==> src/rtl/multi_receiver_collector_if.sv <==
// Frame output bundle of the multi-receiver collector.
// master = collector side (drives the frame), slave = downstream consumer.
interface multi_receiver_collector_if #(
    parameter int NUM_CHANNELS = 8,
    parameter int ITER_WIDTH   = 17,
    parameter int POLY_WIDTH   = 17
);
    logic                               frame_valid;
    logic                               frame_ready;
    logic [NUM_CHANNELS*ITER_WIDTH-1:0] frame_data;
    logic [NUM_CHANNELS-1:0]            frame_mask;
    logic [POLY_WIDTH-1:0]              frame_poly;
    logic                               frame_timeout;

    modport master (
        output frame_valid, frame_data, frame_mask, frame_poly, frame_timeout,
        input  frame_ready
    );

    modport slave (
        input  frame_valid, frame_data, frame_mask, frame_poly, frame_timeout,
        output frame_ready
    );
endinterface

==> src/rtl/multi_receiver_collector.sv <==
// Multi-receiver collector: gathers per-channel iteration events into one
// frame per polynomial, closes on completion / timeout / polynomial change,
// and hands the frame downstream over a valid/ready handshake.
// Optional feature macro: DROP_COUNT_EN (builds the saturating drop counter).
module multi_receiver_collector #(
    parameter int NUM_CHANNELS   = 8,
    parameter int ITER_WIDTH     = 17,
    parameter int POLY_WIDTH     = 17,
    parameter int TIMEOUT_CYCLES = 72000,
    parameter int DROP_CNT_WIDTH = 16
) (
    input  logic                               clk_72MHz,
    input  logic                               reset_n,
    input  logic [NUM_CHANNELS-1:0]            chan_enable,
    input  logic [NUM_CHANNELS-1:0]            iter_valid,
    input  logic [NUM_CHANNELS*ITER_WIDTH-1:0] iter_data,
    input  logic [NUM_CHANNELS*POLY_WIDTH-1:0] iter_poly,
    multi_receiver_collector_if.master         frm,
    output logic                               busy,
    input  logic                               clr_drops,
    output logic [DROP_CNT_WIDTH-1:0]          drop_count
);
    localparam int TW = $clog2(TIMEOUT_CYCLES + 1);
    localparam logic [TW-1:0] TIMER_MAX = TW'(TIMEOUT_CYCLES);

    typedef enum logic [1:0] {IDLE, COLLECT, EMIT} state_e;

    state_e                             state_q, state_d;
    logic [NUM_CHANNELS-1:0]            mask_q, mask_d;
    logic [NUM_CHANNELS*ITER_WIDTH-1:0] data_q, data_d;
    logic [POLY_WIDTH-1:0]              poly_q, poly_d;
    logic [TW-1:0]                      timer_q, timer_d;
    logic                               timeout_q, timeout_d;

    logic [NUM_CHANNELS-1:0] elig, match, mism, newcap;
    logic [POLY_WIDTH-1:0]   first_poly, ref_poly;
    logic                    drop_any;

    // Next-state and frame capture logic
    always_comb begin
        state_d    = state_q;
        mask_d     = mask_q;
        data_d     = data_q;
        poly_d     = poly_q;
        timer_d    = timer_q;
        timeout_d  = timeout_q;
        drop_any   = 1'b0;
        newcap     = '0;
        first_poly = '0;
        match      = '0;

        elig = iter_valid & chan_enable;
        // Lowest-index eligible channel sets the tag of a new frame
        for (int i = NUM_CHANNELS - 1; i >= 0; i--)
            if (elig[i]) first_poly = iter_poly[i*POLY_WIDTH +: POLY_WIDTH];
        ref_poly = (state_q == IDLE) ? first_poly : poly_q;
        for (int i = 0; i < NUM_CHANNELS; i++)
            match[i] = elig[i] && (iter_poly[i*POLY_WIDTH +: POLY_WIDTH] == ref_poly);
        mism = elig & ~match;

        case (state_q)
            IDLE: begin
                if (|elig) begin
                    poly_d    = first_poly;
                    mask_d    = match;
                    data_d    = '0;   // slots not captured in this frame read 0
                    for (int i = 0; i < NUM_CHANNELS; i++)
                        if (match[i]) data_d[i*ITER_WIDTH +: ITER_WIDTH] = iter_data[i*ITER_WIDTH +: ITER_WIDTH];
                    timer_d   = TW'(1);
                    timeout_d = 1'b0;
                    drop_any  = |mism;
                    state_d   = ((match & chan_enable) == chan_enable) ? EMIT : COLLECT;
                end
            end
            COLLECT: begin
                newcap = match & ~mask_q;
                for (int i = 0; i < NUM_CHANNELS; i++)
                    if (newcap[i]) data_d[i*ITER_WIDTH +: ITER_WIDTH] = iter_data[i*ITER_WIDTH +: ITER_WIDTH];
                mask_d   = mask_q | newcap;
                // Repeat on a captured channel keeps the first value
                drop_any = (|mism) || (|(match & mask_q));
                if (|mism) begin
                    timeout_d = 1'b1;
                    state_d   = EMIT;
                end else if ((mask_d & chan_enable) == chan_enable) begin
                    timeout_d = 1'b0;
                    state_d   = EMIT;
                end else if (timer_q == TIMER_MAX) begin
                    timeout_d = 1'b1;
                    state_d   = EMIT;
                end else begin
                    timer_d = timer_q + 1'b1;
                end
            end
            EMIT: begin
                drop_any = |elig;
                if (frm.frame_ready) begin
                    state_d = IDLE;
                    mask_d  = '0;
                    timer_d = '0;
                end
            end
            default: state_d = IDLE;
        endcase
    end

    // Frame state registers
    always_ff @(posedge clk_72MHz or negedge reset_n) begin
        if (!reset_n) begin
            state_q   <= IDLE;
            mask_q    <= '0;
            data_q    <= '0;
            poly_q    <= '0;
            timer_q   <= '0;
            timeout_q <= 1'b0;
        end else begin
            state_q   <= state_d;
            mask_q    <= mask_d;
            data_q    <= data_d;
            poly_q    <= poly_d;
            timer_q   <= timer_d;
            timeout_q <= timeout_d;
        end
    end

    assign frm.frame_valid   = (state_q == EMIT);
    assign frm.frame_data    = data_q;
    assign frm.frame_mask    = mask_q;
    assign frm.frame_poly    = poly_q;
    assign frm.frame_timeout = timeout_q;
    assign busy              = (state_q != IDLE);

`ifdef DROP_COUNT_EN
    logic [DROP_CNT_WIDTH-1:0] drop_q, drop_d;

    // Saturating count of cycles with drops; clear beats increment
    always_comb begin
        drop_d = drop_q;
        if (clr_drops)
            drop_d = '0;
        else if (drop_any && (drop_q != '1))
            drop_d = drop_q + 1'b1;
    end

    // Drop counter register
    always_ff @(posedge clk_72MHz or negedge reset_n) begin
        if (!reset_n) drop_q <= '0;
        else          drop_q <= drop_d;
    end

    assign drop_count = drop_q;
`else
    logic unused_ok;
    assign unused_ok  = &{1'b0, drop_any, clr_drops};
    assign drop_count = '0;
`endif
endmodule

==> src/flat_wrapper.sv <==
// flat-port wrapper written by rule: the top's interface ports become plain ports
module multi_receiver_collector_flat 
#(
    parameter int NUM_CHANNELS   = 8,
    parameter int ITER_WIDTH     = 17,
    parameter int POLY_WIDTH     = 17,
    parameter int TIMEOUT_CYCLES = 72000,
    parameter int DROP_CNT_WIDTH = 16
)
  (clk_72MHz, reset_n, chan_enable, iter_valid, iter_data, iter_poly, busy, clr_drops, drop_count, frm_frame_valid, frm_frame_data, frm_frame_mask, frm_frame_poly, frm_frame_timeout, frm_frame_ready);
  multi_receiver_collector_if #(.NUM_CHANNELS(NUM_CHANNELS), .ITER_WIDTH(ITER_WIDTH), .POLY_WIDTH(POLY_WIDTH)) frm_i ();
  input  logic clk_72MHz;
  input  logic reset_n;
  input  logic [NUM_CHANNELS-1:0] chan_enable;
  input  logic [NUM_CHANNELS-1:0] iter_valid;
  input  logic [NUM_CHANNELS*ITER_WIDTH-1:0] iter_data;
  input  logic [NUM_CHANNELS*POLY_WIDTH-1:0] iter_poly;
  output logic busy;
  input  logic clr_drops;
  output logic [DROP_CNT_WIDTH-1:0] drop_count;
  output wire logic [$bits(frm_i.frame_valid)-1:0] frm_frame_valid;
  output wire logic [$bits(frm_i.frame_data)-1:0] frm_frame_data;
  output wire logic [$bits(frm_i.frame_mask)-1:0] frm_frame_mask;
  output wire logic [$bits(frm_i.frame_poly)-1:0] frm_frame_poly;
  output wire logic [$bits(frm_i.frame_timeout)-1:0] frm_frame_timeout;
  input wire logic [$bits(frm_i.frame_ready)-1:0] frm_frame_ready;
  assign frm_frame_valid = frm_i.frame_valid;
  assign frm_frame_data = frm_i.frame_data;
  assign frm_frame_mask = frm_i.frame_mask;
  assign frm_frame_poly = frm_i.frame_poly;
  assign frm_frame_timeout = frm_i.frame_timeout;
  assign frm_i.frame_ready = frm_frame_ready;
  multi_receiver_collector #(.NUM_CHANNELS(NUM_CHANNELS), .ITER_WIDTH(ITER_WIDTH), .POLY_WIDTH(POLY_WIDTH), .TIMEOUT_CYCLES(TIMEOUT_CYCLES), .DROP_CNT_WIDTH(DROP_CNT_WIDTH)) u_core (.clk_72MHz(clk_72MHz), .reset_n(reset_n), .chan_enable(chan_enable), .iter_valid(iter_valid), .iter_data(iter_data), .iter_poly(iter_poly), .frm(frm_i), .busy(busy), .clr_drops(clr_drops), .drop_count(drop_count));
endmodule
==> config.mk <==
export PLATFORM = sky130hd
export DESIGN_NAME = multi_receiver_collector_flat
export DESIGN_NICKNAME = d
export VERILOG_FILES = /design/src/rtl/multi_receiver_collector_if.sv /design/src/rtl/multi_receiver_collector.sv /design/src/flat_wrapper.sv
export SDC_FILE = /design/constraint.sdc
export NUM_CORES = 1
export LEC_CHECK = 0
export CAP_MARGIN = 20
export CORE_AREA = 2 2 185 187
export DETAILED_ROUTE_END_ITERATION = 12
export DIE_AREA = 0 0 187 189
export PLACE_DENSITY = 0.74
export SYNTH_ARGS = -nofsm -noshare
export SYNTH_HDL_FRONTEND = slang
export SYNTH_SLANG_ARGS = --single-unit
==> constraint.sdc <==
create_clock -name clk_72MHz -period 5.4 [get_ports clk_72MHz]
set_input_delay 1.62 -clock clk_72MHz [delete_from_list [all_inputs] [get_ports clk_72MHz]]
set_output_delay 1.62 -clock clk_72MHz [all_outputs]
set_load 0.01 [all_outputs]
## After elaboration in Yosys (flattened, before gate mapping)

Cells that the tools add are included.

| word-level totals | value |
|---|---|
| bits in registers | 181 |
| output and inout bits | 180 |
| logic and storage cells | 124 |

| operators by class | value |
|---|---|
| $add $sub $neg | 1 |
| equality and inequality tests | 27 |
| mux-type cells | 48 |
| bitwise logic cells | 8 |
| reductions and logical operators | 27 |

Operators with widths:

| cell | count |
|---|---|
| $mux W17 | 30 |
| $pmux W136 S2 | 1 |
| $eq A17 B17 Y1 | 8 |
| $mux W136 | 1 |
| $pmux W17 S3 | 1 |
| $and A8 B8 Y8 | 5 |
| $reduce_and A3 Y1 | 11 |
| $pmux W8 S3 | 1 |
| $ne A2 B1 Y1 const B | 9 |
| $add A17 B1 Y17 const B | 1 |
| $eq A17 B17 Y1 const B | 1 |
| $eq A8 B8 Y1 | 2 |
| $mux W8 | 2 |
| $not A8 Y8 | 2 |
| $reduce_or A8 Y1 | 2 |
| $mux W2 | 6 |
| $logic_and A1 B1 Y1 | 8 |
| $ne A2 B2 Y1 const B | 4 |
| $or A8 B8 Y8 | 1 |
| $pmux W2 S3 | 1 |
| $reduce_and A6 Y1 | 1 |
| $mux W1 | 4 |
| $ne A4 B1 Y1 const B | 1 |
| $reduce_bool A2 Y1 | 2 |
| other kinds (6) | 6 |

## Longest topological paths before layout

| depth | value |
|---|---|
| depth in word-level cells | 19 |
| mapped depth | 20 |
| depth with buffers taken out | 14 |

## Worst setup path before layout

Ideal clock, no wire load.

| timing path | value |
|---|---|
| path kind | input to register |
| start | input port iter_valid[2] |
| end | register u_core.timer_q[2] |
| setup time | 0.123 ns |
| arrival | 4.972 ns |
| required time | 5.277 ns |
| setup slack | 0.305 ns |
| stages on the path | 17 |
| buffers on the path | 5 |
| path through | buf_6 > a22o_1 > buf_6 > buf_6 > a2111oi_4 > o21a_1 > nor3_1 > nor4b_1 > nand4_1 > or4_1 > buf_2 > and3b_1 > or3_4 > o211ai_4 > buf_6 > nor2_1 > o221a_1 |

| between the ends | value |
|---|---|
| longest elaborated chain between the ends | 13 |
| elaborated cells on any way between the ends | 33 |
| those cells by class | eq/ne (12); mux (4); bitwise (6); reduce/logical (11) |

Ends and longest elaborated chain:

| what | RTL line | text |
|---|---|---|
| start: declaration | flat_wrapper.sv:15 | `input logic [NUM_CHANNELS-1:0] iter_valid;` |
| $and A8 B8 Y8 (*) | multi_receiver_collector.sv:52 | `elig = iter_valid & chan_enable;` |
| $mux W17 (3 in a row) | multi_receiver_collector.sv:55 | `if (elig[i]) first_poly = iter_poly[i*POLY_WIDTH +: POLY_WIDTH];` |
| $mux W17 | multi_receiver_collector.sv:56 | `ref_poly = (state_q == IDLE) ? first_poly : poly_q;` |
| $eq A17 B17 Y1 | multi_receiver_collector.sv:58 | `match[i] = elig[i] && (iter_poly[i*POLY_WIDTH +: POLY_WIDTH] == ref_poly);` |
| $logic_and A1 B1 Y1 | multi_receiver_collector.sv:58 |  |
| $and A8 B8 Y8 | multi_receiver_collector.sv:76 | `newcap = match & ~mask_q;` |
| $or A8 B8 Y8 | multi_receiver_collector.sv:79 | `mask_d = mask_q \| newcap;` |
| $and A8 B8 Y8 | multi_receiver_collector.sv:85 | `end else if ((mask_d & chan_enable) == chan_enable) begin` |
| $eq A8 B8 Y1 | multi_receiver_collector.sv:85 |  |
| $ne A2 B2 Y1 (no line) | -- |  |
| $reduce_and A6 Y1 (no line) (*) | -- |  |
| end signal: assignment | multi_receiver_collector.sv:121 | `timer_q <= timer_d;` |
| end: declaration | multi_receiver_collector.sv:32 | `logic [TW-1:0] timer_q, timer_d;` |

Mark *: on every way between the ends. The rest lies on a longest branch, timed or not.
A chain may end at the register's enable or synchronous reset.

## Final worst setup path

| timing path | value |
|---|---|
| start | input port iter_valid[5] |
| end | register u_core.timer_q[14] |

| between the ends | value |
|---|---|
| longest elaborated chain between the ends | 16 |
| elaborated cells on any way between the ends | 36 |
| those cells by class | eq/ne (12); mux (7); bitwise (6); reduce/logical (11) |

Ends and longest elaborated chain:

| what | RTL line |
|---|---|
| $and A8 B8 Y8 (*) | multi_receiver_collector.sv:52 |
| $mux W17 (6 in a row) | multi_receiver_collector.sv:55 |
| $mux W17 | multi_receiver_collector.sv:56 |
| $eq A17 B17 Y1 | multi_receiver_collector.sv:58 |
| $logic_and A1 B1 Y1 | multi_receiver_collector.sv:58 |
| $and A8 B8 Y8 | multi_receiver_collector.sv:76 |
| $or A8 B8 Y8 | multi_receiver_collector.sv:79 |
| $and A8 B8 Y8 | multi_receiver_collector.sv:85 |
| $eq A8 B8 Y1 | multi_receiver_collector.sv:85 |
| $ne A2 B2 Y1 (no line) | -- |
| $reduce_and A6 Y1 (no line) (*) | -- |

Marked as above.

==> out/summary.md <==
* post-route antenna net violation count: 0
* TNS Setup: 0 ns
* die outline width: 187 um
* Synth top area share: 35.8%
* worst slack at placement: -0.947 ns
* ratio of routed vias to standard cells: 5.62
* largest net degree at the start of global routing: 98
* Max Cap Viol: 0
* cells along the critical path: clkdlybuf4s50_1, and2_4, buf_4, a311oi_1, o211a_1, or2_2, xor2_1, nand4_1, nor4_2, buf_4, o32ai_1, or3_4, o211ai_4, buf_4, mux2_2, nand2_1
* most used cell, CP: buf_4
* status: finished clean
* CP Data Required Time: 5.77 ns
* layout cells sized above 1: 23.1%
* final core utilization: 65.0%
* Cell Rows: 67
* latest clock arrival within the worst-skew pair: 0.43 ns
* Worst Hold Class: reg -> reg
* crit path capture type: flop
* Top Ports: 472
* power share of the sequential group: 20.7%
* part of the total power dissipated in the clock network: 13.6%
* H-Tree Depth: 4
* per-instance average area after synthesis: 8.01 um^2
* start-to-end type of the worst setup path: in -> reg
* top cells by count, synth: 341 x nand2_1, 218 x o21ai_0, 181 x dfrtp_1
* detailed-route DRC error count: 0
* Critical-path top delay cell: clkdlybuf4s50_1
* element type at the critical path start: input port
* sequential fraction of the synthesis area: 35.8%
* maximum clock frequency: 0.187 GHz
* half-perimeter wire length of the detailed placement result: 47.0 mm
* Area growth, synth to finish: 70.9%
* shortest period the worst path allows: 5.33 ns
* Internal: 5230 uW
* Leak Pwr: 0.00936 uW
* drt pass-1 iters: 6
* worst rel slew slack: 38.3%
* Layout Nets: 2652
* worst-case hold slack: 0.469 ns
* final clock period utilization by the worst path: 98.8%
* number of synthesized flops with an enable pin: 0
* area of the core: 33300 um^2
* Clock Skew: 0.0209 ns
* final wirelength: 60.2 mm
* data arrival at the endpoint of the critical path: 5.70 ns
* number of standard cells after synthesis: 1581
* combined area of all synthesized cells: 12700 um^2
* cells taking the most area after synthesis: dfrtp_1 36%, nand2_1 10%, o21ai_0 8.6%, xnor2_1 2.5%, nor3_1 2.3%
* via count of the first global-routing pass: 15400
* count of final setup violators: 0
* clock slew at reported path FFs: 0.08 ns
* cell with the most instances after synthesis: nand2_1
* switching share of power: 44.7%
* flip-flop and latch count after synthesis: 181
* CTS tree: done
* number of hold violations in the final report: 0
* largest buffer count on any clock path: 2
* root buffer cell: clkbuf_16
* Synth area leader: dfrtp_1
* combinational share of power: 65.6%
* GR Util All Layers: 32.4%
* initial detailed-routing violation count: 1554
* routed len/inst: 21.4 um
* initial antenna violation count: 1
* Psw: 4220 uW
* Synthesis Warnings: 0
* max-slew violation total from the final report: 0
* wire length of the first global-routing pass: 88.3 mm
* total congestion overflow: 0
* final setup margin: 0.0666 ns
* number of filler instances in the final layout: 2848
* Die Height: 189 um
* TritonCTS Sinks: 181
* post-synthesis cell type count: 77
* Worst path max stage delay: 0.50 ns
* IR Drop Worst-Case VDD: 238 uV
* Initial Util: 38.1%
* CTS buffer count: 17
* # port buffers: 454
* fraction of registers with async set or reset after synthesis: 100%
* n_diodes: 0
* Synth Flop Type: dfrtp_1
* peak fanout along the critical path: 8
* Worst Tran Pin Value: 0.922 ns
* routed via count: 15800
* Cell Pwr Density: 437 nW/um^2
* die outline area: 35300 um^2
* gpl congestion: 1.01
what timing repair did:
| action | in CTS | in global routing |
|---|---|---|
| pin swaps | 11 | 32 |
| setup buffers | 5 | 34 |
| setup endpoints to repair | 38 | 19 |
| hold endpoints to repair | 0 | 0 |
| resized for setup | 52 | 83 |
| gates cloned | 0 | 6 |
| hold buffers | 0 | 0 |
power groups by stage:
stage / sequential (uW) / combinational [uW] / clock, uW
3_5_place_dp: 1980 / 5940 / 0
3_3_place_gp: 1960 / 5840 / 0
6_report: 1960 / 6210 / 1290
5_1_grt: 2000 / 6620 / 1370
4_1_cts: 1960 / 6020 / 1320
2_1_floorplan: 2120 / 2700 / 0
final timing paths:
kind / from / endpoint / slack, ns / cells after the start
setup reg to reg: u_core.state_q[0] / u_core.timer_q[14] / 0.68 / 19
hold reg to reg: u_core.frm.frame_data[45] / u_core.frm.frame_data[45] / 0.47 / 2
setup / recovery: iter_valid[5] / u_core.timer_q[14] / 0.07 / 16
hold / removal: u_core.frm.frame_data[45] / u_core.frm.frame_data[45] / 0.47 / 2
min in group asynchronous: reset_n / u_core.frm.frame_data[57] / 1.25 / 1
max in group asynchronous: reset_n / u_core.frm.frame_mask[1] / 3.13 / 2
cells by family after synthesis:
logic type               Yosys count  synth area share [%]
AO/OA/AOI/OAI                    473                  25.6
XOR/XNOR                          66                  4.56
adder cells (fa/ha/maj)            6                 0.593
buffers and inverters            139                  5.35
flip-flops                       181                  35.8
multiplexers                       3                 0.257
other                              1                0.0296
AND/OR/NAND/NOR                  712                  27.8
cell usage in the layout (no fill, tap or decap), types with 12 or more instances in the layout:
cell type | synthesis | layout
nand4_1 | 20 | 20
nand3_1 | 46 | 46
xor2_1 | 30 | 30
nand3b_1 | 17 | 17
and3b_1 | 13 | 13
a22o_1 | 13 | 12
clkbuf_16 | 0 | 19
o21ai_1 | 7 | 17
a21oi_1 | 39 | 39
nor2b_1 | 27 | 27
dfrtp_1 | 181 | 181
or2_2 | 13 | 13
nand4b_1 | 15 | 15
a32o_1 | 17 | 13
o211ai_1 | 13 | 13
or3_1 | 20 | 20
a2111oi_0 | 15 | 13
conb_1 | 1 | 16
nor2_1 | 48 | 48
o21ai_0 | 218 | 204
nor3_1 | 58 | 58
clkdlybuf4s50_1 | 0 | 439
inv_1 | 15 | 15
nand2_1 | 341 | 339
xnor2_1 | 36 | 36
buf_12 | 0 | 27
a21boi_0 | 19 | 16
buf_4 | 17 | 367
and3_1 | 33 | 33
worst max-delay path, delay by kind of cell:
| family | cells | cell delay (ns) |
|---|---|---|
| compound gates | 4 | 0.69 |
| simple gates | 6 | 1.74 |
| buf+inv | 4 | 1.05 |
| xor+xnor | 1 | 0.28 |
| mux | 1 | 0.32 |
stage by stage:
step / total power, uW / instances / area, um^2
after global placement: 7800 / 2739 / 20300
after CTS: 9300 / 2776 / 21100
after detailed placement: 7920 / 2739 / 20300
after global routing: 10000 / 2815 / 21600
final: 9450 / 2815 / 21600
after floorplan: 4820 / 1596 / 12700
flip-flops by register name, summed over array words and instances (netlist names):
name / count
u_core.state_q: 2
u_core.frm.frame_poly: 17
u_core.frm.frame_timeout: 1
u_core.timer_q: 17
u_core.frm.frame_mask: 8
u_core.frm.frame_data: 136
final cells by class:
cell class	instances	area (um^2)	area share [%]
sequential	181	4530	20.9
tap	448	561	2.59
clock buffer	18	439	2.03
timing repair buffer	861	8000	37.0
clock inverter	14	173	0.798
multi-input combinational	1277	7880	36.4
inverter	16	60.1	0.277
per-layer routing:
metal  up-vias  global-route usage (%)  routed length [um]
met4         2                    14.1                3340
li1       7306                       -                   -
met2       904                    55.3               28600
met3       184                    5.25                4890
met1      7422                    40.5               23400
met5         -                       0                  12
No activity file was read; power rests on OpenSTA's default activity.
